**config.mk**
```make
export PLATFORM = sky130hd
export DESIGN_NAME = fetch
export DESIGN_NICKNAME = d
export VERILOG_FILES = /design/src/rtl/fetch_pkg.sv /design/src/rtl/dff.sv /design/src/rtl/fetch_hold_buf.sv /design/src/rtl/fetch.sv
export SDC_FILE = /design/constraint.sdc
export NUM_CORES = 1
export LEC_CHECK = 0
export BUFFER_PORTS_ARGS = -buffer_cell sky130_fd_sc_hd__buf_4
export CORE_ASPECT_RATIO = 0.8
export CORE_MARGIN = 2
export CORE_UTILIZATION = 57
export CTS_BUF_LIST = sky130_fd_sc_hd__clkbuf_8
export CTS_CLUSTER_DIAMETER = 50
export CTS_CLUSTER_SIZE = 24
export DETAILED_ROUTE_END_ITERATION = 10
export PLACE_DENSITY = 0.83
export SLEW_MARGIN = 20
export SYNTH_ARGS = -nofsm -noshare
export SYNTH_HDL_FRONTEND = slang
export SYNTH_SLANG_ARGS = --single-unit
```
**constraint.sdc**
```tcl
create_clock -name clk -period 2.35 [get_ports clk]
set_clock_uncertainty 0.05 [all_clocks]
set_input_delay 0.1175 -clock clk [delete_from_list [all_inputs] [get_ports clk]]
set_output_delay 0.1175 -clock clk [all_outputs]
set_load 0.005 [all_outputs]
```
**src/rtl/fetch_pkg.sv**
```systemverilog
// Shared types and constants for the instruction-fetch stage.
package fetch_pkg;

    localparam int          PC_W      = 16;
    localparam logic [15:0] RESET_PC  = 16'h0000;
    localparam logic [15:0] NOP_INSTR = 16'h0800;

    typedef enum logic [1:0] {
        ST_FETCH,
        ST_HOLD,
        ST_DROP,
        ST_HALTED
    } fetch_state_e;

    // 16-bit wrap-around: 16'hFFFE advances to 16'h0000.
    function automatic logic [PC_W-1:0] pc_inc(input logic [PC_W-1:0] pc);
        return pc + PC_W'(2);
    endfunction

endpackage

```
**src/rtl/dff.sv**
```systemverilog
// Team register cell: W-bit D flip-flop with synchronous active-high reset.
module dff #(
    parameter int         W       = 16,
    parameter logic [W-1:0] RST_VAL = '0
) (
    input  logic         clk,
    input  logic         rst,
    input  logic [W-1:0] d_i,
    output logic [W-1:0] q_o
);

    // NOTE: sequential state always uses non-blocking assignment so every flop samples pre-edge values.
    always_ff @(posedge clk) begin
        if (rst) q_o <= RST_VAL;
        else     q_o <= d_i;
    end

endmodule

```
**src/rtl/fetch_hold_buf.sv**
```systemverilog
// One-entry instruction/PC+2 buffer that catches a fetch completing while decode stalls.
module fetch_hold_buf
    import fetch_pkg::*;
(
    input  logic            clk,
    input  logic            rst,
    input  logic            load_i,
    input  logic            drain_i,
    input  logic            clear_i,
    input  logic [15:0]     instr_i,
    input  logic [PC_W-1:0] pc_plus2_i,
    output logic            full_o,
    output logic [15:0]     instr_o,
    output logic [PC_W-1:0] pc_plus2_o
);

    logic            full_q;
    logic [15:0]     instr_q;
    logic [PC_W-1:0] pc_plus2_q;

    always_ff @(posedge clk) begin
        if (rst || clear_i || drain_i) full_q <= 1'b0;
        else if (load_i)               full_q <= 1'b1;
    end

    // NOTE: payload registers carry no reset; they are only read while full_q is set.
    always_ff @(posedge clk) begin
        if (load_i) begin
            instr_q    <= instr_i;
            pc_plus2_q <= pc_plus2_i;
        end
    end

    assign full_o     = full_q;
    assign instr_o    = instr_q;
    assign pc_plus2_o = pc_plus2_q;

endmodule

```
**src/rtl/fetch.sv**
```systemverilog
// Instruction-fetch stage: owns the PC, drives imem, presents IF/ID to decode.
// Optional misaligned-fetch trap enabled by defining FETCH_ALIGN_ERR_EN.
module fetch
    import fetch_pkg::*;
(
    input  logic            clk,
    input  logic            rst,
    input  logic            Redirect,
    input  logic [PC_W-1:0] PC_Target,
    input  logic            Stall,
    input  logic            Halt,
    output logic [PC_W-1:0] imem_addr,
    output logic            imem_rd,
    input  logic [15:0]     imem_data,
    input  logic            imem_stall,
    input  logic            imem_done,
    output logic [15:0]     instr,
    output logic [15:0]     instr_comb,
    output logic [PC_W-1:0] PC_plus2,
    output logic            valid,
    output logic            err
);

    fetch_state_e    state_q, state_d;
    logic [PC_W-1:0] pc_q, pc_d;
    logic [PC_W-1:0] pend_q, pend_d;
    logic            halt_pend_q, halt_pend_d;
    logic [15:0]     instr_d;
    logic [PC_W-1:0] pc2_d;
    logic            valid_d;
    logic [PC_W-1:0] pc_next;
    logic            misaligned;

    logic            buf_load, buf_drain, buf_clear, buf_full;
    logic [15:0]     buf_instr;
    logic [PC_W-1:0] buf_pc2;

    assign pc_next = pc_inc(pc_q);

    dff #(.W(PC_W), .RST_VAL(RESET_PC))  u_pc    (.clk(clk), .rst(rst), .d_i(pc_d),    .q_o(pc_q));
    dff #(.W(PC_W), .RST_VAL('0))        u_pend  (.clk(clk), .rst(rst), .d_i(pend_d),  .q_o(pend_q));
    dff #(.W(16),   .RST_VAL(NOP_INSTR)) u_instr (.clk(clk), .rst(rst), .d_i(instr_d), .q_o(instr));
    dff #(.W(PC_W), .RST_VAL('0))        u_pc2   (.clk(clk), .rst(rst), .d_i(pc2_d),   .q_o(PC_plus2));
    dff #(.W(1),    .RST_VAL(1'b0))      u_valid (.clk(clk), .rst(rst), .d_i(valid_d), .q_o(valid));

    fetch_hold_buf u_hold_buf (
        .clk        (clk),
        .rst        (rst),
        .load_i     (buf_load),
        .drain_i    (buf_drain),
        .clear_i    (buf_clear),
        .instr_i    (imem_data),
        .pc_plus2_i (pc_next),
        .full_o     (buf_full),
        .instr_o    (buf_instr),
        .pc_plus2_o (buf_pc2)
    );

`ifdef FETCH_ALIGN_ERR_EN
    logic err_q;

    assign misaligned = pc_q[0];

    always_ff @(posedge clk) begin
        if (rst)                                    err_q <= 1'b0;
        else if (state_q == ST_FETCH && misaligned) err_q <= 1'b1;
    end

    assign err = err_q;
`else
    assign misaligned = 1'b0;
    assign err        = 1'b0;
`endif

    always_ff @(posedge clk) begin
        if (rst) begin
            state_q     <= ST_FETCH;
            halt_pend_q <= 1'b0;
        end else begin
            state_q     <= state_d;
            halt_pend_q <= halt_pend_d;
        end
    end

    assign imem_addr  = pc_q;
    assign instr_comb = (state_q == ST_FETCH && imem_done) ? imem_data : NOP_INSTR;

    // NOTE: every signal written below gets a default first, so no path can infer a latch.
    always_comb begin
        state_d     = state_q;
        pc_d        = pc_q;
        pend_d      = pend_q;
        halt_pend_d = halt_pend_q;
        instr_d     = instr;
        pc2_d       = PC_plus2;
        valid_d     = valid;
        buf_load    = 1'b0;
        buf_drain   = 1'b0;
        buf_clear   = 1'b0;
        imem_rd     = 1'b0;

        case (state_q)
            ST_FETCH: begin
                if (misaligned) begin
                    instr_d   = NOP_INSTR;
                    valid_d   = 1'b0;
                    buf_clear = 1'b1;
                    state_d   = ST_HALTED;
                end else begin
                    imem_rd = 1'b1;
                    if (Redirect) begin
                        instr_d   = NOP_INSTR;
                        valid_d   = 1'b0;
                        buf_clear = 1'b1;
                        if (imem_stall) begin
                            pend_d  = PC_Target;
                            state_d = ST_DROP;
                        end else begin
                            pc_d = PC_Target;
                        end
                    end else if (Halt) begin
                        instr_d   = NOP_INSTR;
                        valid_d   = 1'b0;
                        buf_clear = 1'b1;
                        // An in-flight access must finish before halting; DROP absorbs it.
                        if (imem_stall) begin
                            halt_pend_d = 1'b1;
                            state_d     = ST_DROP;
                        end else begin
                            state_d = ST_HALTED;
                        end
                    end else if (imem_done) begin
                        pc_d = pc_next;
                        if (Stall) begin
                            buf_load = 1'b1;
                            state_d  = ST_HOLD;
                        end else begin
                            instr_d = imem_data;
                            pc2_d   = pc_next;
                            valid_d = 1'b1;
                        end
                    end else if (!Stall) begin
                        instr_d = NOP_INSTR;
                        valid_d = 1'b0;
                    end
                end
            end

            ST_HOLD: begin
                if (Redirect) begin
                    instr_d   = NOP_INSTR;
                    valid_d   = 1'b0;
                    buf_clear = 1'b1;
                    pc_d      = PC_Target;
                    state_d   = ST_FETCH;
                end else if (Halt) begin
                    instr_d   = NOP_INSTR;
                    valid_d   = 1'b0;
                    buf_clear = 1'b1;
                    state_d   = ST_HALTED;
                end else if (!Stall) begin
                    instr_d   = buf_full ? buf_instr : NOP_INSTR;
                    pc2_d     = buf_full ? buf_pc2 : PC_plus2;
                    valid_d   = buf_full;
                    buf_drain = 1'b1;
                    state_d   = ST_FETCH;
                end
            end

            ST_DROP: begin
                imem_rd = 1'b1;
                if (Redirect) begin
                    pend_d      = PC_Target;
                    halt_pend_d = 1'b0;
                end else if (Halt) begin
                    halt_pend_d = 1'b1;
                end
                if (imem_done) begin
                    if (halt_pend_d) begin
                        state_d = ST_HALTED;
                    end else begin
                        pc_d    = pend_d;
                        state_d = ST_FETCH;
                    end
                end
            end

            ST_HALTED: begin
                instr_d = NOP_INSTR;
                valid_d = 1'b0;
            end

            default: state_d = ST_FETCH;
        endcase
    end

endmodule

```
==> impl_metrics.env, run 1 <==
export IMPL_yosysUniqueCellTypes=60
export IMPL_grt_pass1_wl_um=21100
export IMPL_p_leak_nw=2.67
export IMPL_drc=0
export IMPL_ant_nets=0
export IMPL_required_ns=2.60
export IMPL_setup_slack_ns=-0.0518
export IMPL_top_level_ports=106
export IMPL_setup_violations=1
export IMPL_diodes=0
export IMPL_start_util_pct=58.4
export IMPL_synth_compound_area_share_pct=19.8
export IMPL_avgRoutedWirePerCell_um=17.5
export IMPL_synth_seq_cells=101
export IMPL_async_flop_share_pct=0
export IMPL_critPathCaptureType="flip-flop"
export IMPL_maxSlewHeadroom_pct=53.7
export IMPL_synth_top_area_cell="dfxtp_1"
export IMPL_drt_vias_per_instance=6.11
export IMPL_synth_flop_cell="dfxtp_1"
export IMPL_synth_xor_area_share_pct=2.31
export IMPL_min_to="u_hold_buf.full_o"
export IMPL_yosys_cell_count_top_type="dfxtp_1"
export IMPL_final_util_pct=76.2
export IMPL_die_h_um=87.2
export IMPL_synth_top_family_by_area="compound AO/OA/AOI/OAI gates"
export IMPL_cts_clk_slew_worst_paths_ns=0.11
export IMPL_htree_num_levels=3
export IMPL_fmax_ghz=0.416
export IMPL_synth_mux_area_fraction_pct=5.50
export IMPL_cp_start_kind="flip-flop"
export IMPL_maxSlewViolCount=0
export IMPL_reg2reg_to="u_pc.q_o[9]"
export IMPL_area_growth_pct=30.4
export IMPL_hp_class="in -> reg"
export IMPL_dr_first_iter_drc_count=397
export IMPL_fin_crit_sh_pct=102
export IMPL_synth_simple_area_share_pct=17.9
export IMPL_max_cap_violations=0
export IMPL_syn_area_per_cell_um2=9.56
export IMPL_wirelength_um=13400
export IMPL_critPathMaxFanout=15
export IMPL_n_fill_cell=569
export IMPL_grtUsageTotal_pct=28.5
export IMPL_dpl_hpwl_um=8790
export IMPL_port_buffers=104
export IMPL_yosysTopAreaCellShare_pct=28.0
export IMPL_worstSetupPathType="reg -> reg"
export IMPL_ys_warn_count=0
export IMPL_ir_worst_vdd_v=0.000741
export IMPL_reg2reg_depth=7
export IMPL_drive_above_1_share_pct=24.9
export IMPL_post_route_min_period_ns=2.40
export IMPL_r2r_start="state_q[1]"
export IMPL_grt_overflow=0
export IMPL_dieWidth_um=108
export IMPL_violations="negative setup slack"
export IMPL_dr_pass1_iters=6
export IMPL_status="finished, violations left"
export IMPL_gp_congestion=0.865
export IMPL_ys_seq_area_share_pct=47.5
export IMPL_cp_startpoint="state_q[1]"
export IMPL_syn_inst=516
export IMPL_antenna_found_initial=0
export IMPL_clockBufferDepth=2
export IMPL_root_buffer="clkbuf_8"
export IMPL_synth_edff_count=32
export IMPL_hold_start="Stall"
export IMPL_numCtsBuffers=9
export IMPL_first_global_vias=4246
export IMPL_synth_area_top_cells="dfxtp_1, edfxtp_1, mux2i_1"
export IMPL_clkSinkCount=101
export IMPL_synth_adder_area_share_pct=1.78
export IMPL_vias=4662
export IMPL_cp_arrival_ns=2.66
export IMPL_synth_commonest_cells="dfxtp_1, nor2_1, nand2_1"
export IMPL_worst_r2r_setup_slack_ns=-0.05
export IMPL_cts_tree="built"
export IMPL_p_per_area_nw_per_um2=1140
export IMPL_hold_viol=0
export IMPL_nets=692
export IMPL_rows=30
export IMPL_worst_slew_pin_slew_ns=0.695
export IMPL_dieArea_um2=9420
export IMPL_grt_start_max_net_pins=62
export IMPL_core_area_um2=8450
export IMPL_clock_latency_ns=0.37
export IMPL_synth_area_um2=4930
export IMPL_synth_net_count=562
export IMPL_place_area_um2=5840
export IMPL_final_cell_area_um2=6430
export IMPL_min_path_cells=3
final cells by class:
type                            instances  area, um^2  share of cell area (%)
Clock inverter                          7        81.3                    1.26
Timing Repair Buffer                  161        1340                    20.9
Sequential cell                       101        2340                    36.4
Multi-Input combinational cell        363        2360                    36.8
Clock buffer                            9         124                    1.93
Tap cell                              112         140                    2.18
Inverter                               10        37.5                   0.584
stage by stage:
stage          power, mW  setup TNS (ns)  setup slack (ns)  instances  hold WS, ns
2_1_floorplan       4.66               0             0.256        516        0.166
3_3_place_gp        5.81               0            0.0722        712        0.259
3_5_place_dp        5.97           -1.15           -0.0911        712        0.257
4_1_cts             7.18               0            0.0401        760       0.0553
5_1_grt             7.79          -0.123            -0.123        763       0.0881
6_report            7.36         -0.0518           -0.0518        763       0.0728
cells by family (layout without fill, tap and decap cells):
group / after synthesis / after routing
AO/OA/AOI/OAI: 137 / 137
XOR/XNOR: 13 / 13
adder cells (fa/ha/maj): 7 / 7
buffers and inverters: 52 / 187
flip-flops: 101 / 101
multiplexers: 27 / 27
other: 1 / 1
AND/OR/NAND/NOR: 178 / 178
flip-flops by register name, summed over array words and instances (netlist names):
| signal | flops |
|---|---|
| u_hold_buf.instr_o | 16 |
| u_hold_buf.full_o | 1 |
| u_instr.q_o | 16 |
| u_valid.q_o | 1 |
| state_q | 2 |
| u_hold_buf.pc_plus2_o | 16 |
| u_pc2.q_o | 16 |
| u_pc.q_o | 16 |
| halt_pend_q | 1 |
| u_pend.q_o | 16 |
layer usage:
| layer | up-vias | GRT usage [%] | part of all wire [%] |
|---|---|---|---|
| met2 | 289 | 46.6 | 48 |
| met5 | - | 0 | 0 |
| met3 | 27 | 5.31 | 8.9 |
| li1 | 2148 | - | - |
| met1 | 2198 | 38.4 | 41 |
| met4 | 0 | 9.79 | 2.0 |
layout by cell type (no fill, tap or decap), types with 3 or more instances in the layout:
cell type,count
a211oi_1,22
a21oi_1,34
a221oi_1,3
a22oi_1,18
and3_1,17
and4_1,5
buf_12,4
buf_4,124
clkbuf_8,9
dfxtp_1,69
dlygate4sd3_1,32
edfxtp_1,32
ha_1,6
inv_1,10
mux2i_1,26
nand2_1,38
nand2b_1,18
nand3_1,13
nand4_1,3
nor2_1,59
nor2b_1,3
nor3_1,8
nor4_1,3
o211ai_1,13
o21ai_0,17
o32ai_1,4
xnor2_1,7
xor2_1,6
power breakdown:
| part | internal (mW) | switching [mW] |
|---|---|---|
| Combinational | 1.71 | 1.96 |
| Clock | 0.510 | 0.647 |
| Sequential | 2.19 | 0.341 |
| Total | 4.41 | 2.95 |
worst max-delay path by stage:
stage | endpoint | cells after the start
2_1_floorplan | u_hold_buf.instr_o[0] | 4
4_1_cts | u_pc.q_o[13] | 6
6_report | u_pc.q_o[9] | 7
5_1_grt | u_pc.q_o[9] | 7
3_3_place_gp | u_pend.q_o[12] | 7
3_5_place_dp | u_pend.q_o[15] | 7
critical path: stages (launching register included):
cell     delay [ns]
dfxtp_1        0.41
inv_1          0.12
ha_2           0.39
or2_2          0.44
nor4_1         0.49
a221o_1        0.24
nand2_1        0.07
a21oi_1        0.11
repair_timing:
item / 4_1_cts / 5_1_grt
resized for setup: 1 / 5
hold buffers: 32 / 0
hold endpoints to repair: 32 / 0
buffers inserted: 0 / 3
endpoints found under the setup margin: 16 / 13
pin swaps: 0 / 1
No activity file was read; power rests on OpenSTA's default activity.
==> run 2: changes to the inputs <==
REMOVE_ABC_BUFFERS = 1   (was default)
==> run 2 against run 1 <==
  * The run now ends clean
  * Critical path type unchanged
  * Critical path depth rose by 1
  * Combinational power fell by 5.5%
  * Critical endpoint is now u_pc.q_o[5]
  * Non-clock buffer count fell by 3
  * Core utilization fell by 0.86 points
  * Largest power group unchanged
==> impl_metrics.env, run 2 (synthesized netlist as in run 1, its figures left out) <==
export IMPL_place_area_um2=5840
export IMPL_crit_chain="inv_1 -> ha_1 -> o21ai_0 -> a41oi_1 -> nand2b_1 -> buf_4 -> a21oi_1 -> o221a_2"
export IMPL_start_util_pct=58.4
export IMPL_ir_worst_vdd_v=0.000713
export IMPL_critPathMaxFanout=11
export IMPL_root_buffer="clkbuf_8"
export IMPL_cp_arrival_ns=2.50
export IMPL_final_cell_area_um2=6360
export IMPL_final_common_cell="buf_4"
export IMPL_cts_clk_slew_worst_paths_ns=0.10
export IMPL_dp_worst_setup_slack_ns=0.143
export IMPL_p_per_area_nw_per_um2=1110
export IMPL_n_fill_cell=606
export IMPL_critPathCaptureType="flip-flop"
export IMPL_post_route_min_period_ns=2.27
export IMPL_port_buffers=104
export IMPL_clkPwrFrac_pct=15.2
export IMPL_min_path_cells=3
export IMPL_diodes=0
export IMPL_grt_start_max_net_pins=62
export IMPL_hold_viol=0
export IMPL_fmax_ghz=0.440
export IMPL_grt_overflow=0
export IMPL_dieWidth_um=108
export IMPL_worstSetupPathType="reg -> reg"
export IMPL_p_leak_nw=2.63
export IMPL_wirelength_um=12800
export IMPL_clkSinkCount=101
export IMPL_max_cap_violations=0
export IMPL_first_global_vias=4082
export IMPL_numCtsBuffers=9
export IMPL_final_util_pct=75.3
export IMPL_core_area_um2=8450
export IMPL_clockBufferDepth=2
export IMPL_drc=0
export IMPL_grtUsageTotal_pct=27.4
export IMPL_cp_start_kind="flip-flop"
export IMPL_reg2reg_depth=8
export IMPL_clock_latency_ns=0.38
export IMPL_worst_slew_pin_slew_ns=0.676
export IMPL_setup_slack_ns=0.0795
export IMPL_r2r_start="state_q[0]"
export IMPL_p_switching_mw=2.84
export IMPL_antenna_found_initial=0
export IMPL_vias=4509
export IMPL_post_cts_buffers=0
export IMPL_fin_setup_tns_ns=0
export IMPL_power_mw=7.04
export IMPL_rows=30
export IMPL_avgRoutedWirePerCell_um=16.9
export IMPL_layout_common_cells="buf_4, dfxtp_1, nor2_1"
export IMPL_hold_start="Stall"
export IMPL_required_ns=2.58
export IMPL_htree_num_levels=3
export IMPL_p_int_mw=4.20
export IMPL_layoutNonFillerInstCount=760
export IMPL_crit_path_max_incr_delay_ns=0.41
export IMPL_whs_ns=0.0779
export IMPL_fin_crit_sh_pct=96.6
export IMPL_crit_buf_inv=2
export IMPL_cp_slowest_cell="ha_1"
export IMPL_area_growth_pct=28.9
export IMPL_power_share_sequential_pct=35.7
export IMPL_drive_above_1_share_pct=24.5
export IMPL_reg2reg_to="u_pc.q_o[5]"
export IMPL_worst_r2r_setup_slack_ns=0.08
export IMPL_drt_vias_per_instance=5.93
export IMPL_gp_congestion=0.909
export IMPL_dp_cells=712
export IMPL_die_h_um=87.2
export IMPL_min_to="u_hold_buf.full_o"
export IMPL_switching_share_pct=40.3
export IMPL_cts_tree="built"
export IMPL_top_level_ports=106
export IMPL_nets=689
export IMPL_maxSlewViolCount=0
export IMPL_hp_class="in -> reg"
export IMPL_dr_first_iter_drc_count=483
export IMPL_maxSlewHeadroom_pct=54.9
export IMPL_grt_pass1_wl_um=20200
export IMPL_ant_nets=0
export IMPL_cp_top_family="compound AO/OA/AOI/OAI gates"
export IMPL_dpl_hpwl_um=8710
export IMPL_status="completed"
export IMPL_dr_pass1_iters=5
export IMPL_power_frac_comb_pct=49.1
export IMPL_dieArea_um2=9420
export IMPL_setup_violations=0
[run 2: final cells by class]
cell class,instances,area [um^2],area share (%)
clock inverter,7,66.3,1.04
timing repair buffer,158,1300,20.5
multi-input combinational,363,2350,36.9
tap,112,140,2.20
sequential,101,2340,36.8
inverter,10,37.5,0.590
clock buffer,9,124,1.95
[run 2: worst min-delay path, delay by kind of cell]
kind	cells	cell delay, ns
buffers and inverters	1	0.15
and+or+nand+nor	1	0.06
AOI/OAI and AO/OA	1	0.12
[run 2: power groups by stage]
| stage | combinational (mW) | clock (mW) | sequential (mW) |
|---|---|---|---|
| finish | 3.46 | 1.07 | 2.52 |
| global route | 3.78 | 1.15 | 2.56 |
| CTS | 3.39 | 1.09 | 2.50 |
| detailed placement | 3.34 | 0 | 2.54 |
| global placement | 3.24 | 0 | 2.52 |
| floorplan | 1.95 | 0 | 2.49 |
[run 2: worst max path at each step]
stage                     startpoint               to  slack (ns)  cells after the start
after floorplan           state_q[1]  u_instr.q_o[11]       -0.34                      6
after global placement    state_q[0]      u_pc.q_o[0]        0.27                      8
after detailed placement  state_q[1]      u_pc.q_o[0]        0.14                      8
after CTS                 state_q[1]      u_pc.q_o[0]        0.11                      8
after global routing      state_q[0]      u_pc.q_o[4]       -0.03                      8
final                     state_q[0]      u_pc.q_o[5]        0.08                      8
[run 2: repair_timing]
| action | CTS | global route |
|---|---|---|
| hold endpoints to repair | 32 | 0 |
| resized for setup | 0 | 3 |
| hold buffers | 32 | 0 |
| setup endpoints to repair | 0 | 8 |
[run 2: routing by layer]
layer	vias to the layer above	wire [um]	track usage (%)
li1	2141	-	-
met1	2136	5580	37.6
met2	206	5990	42.9
met3	26	1020	6.51
met4	0	227	9.56
met5	-	0	0
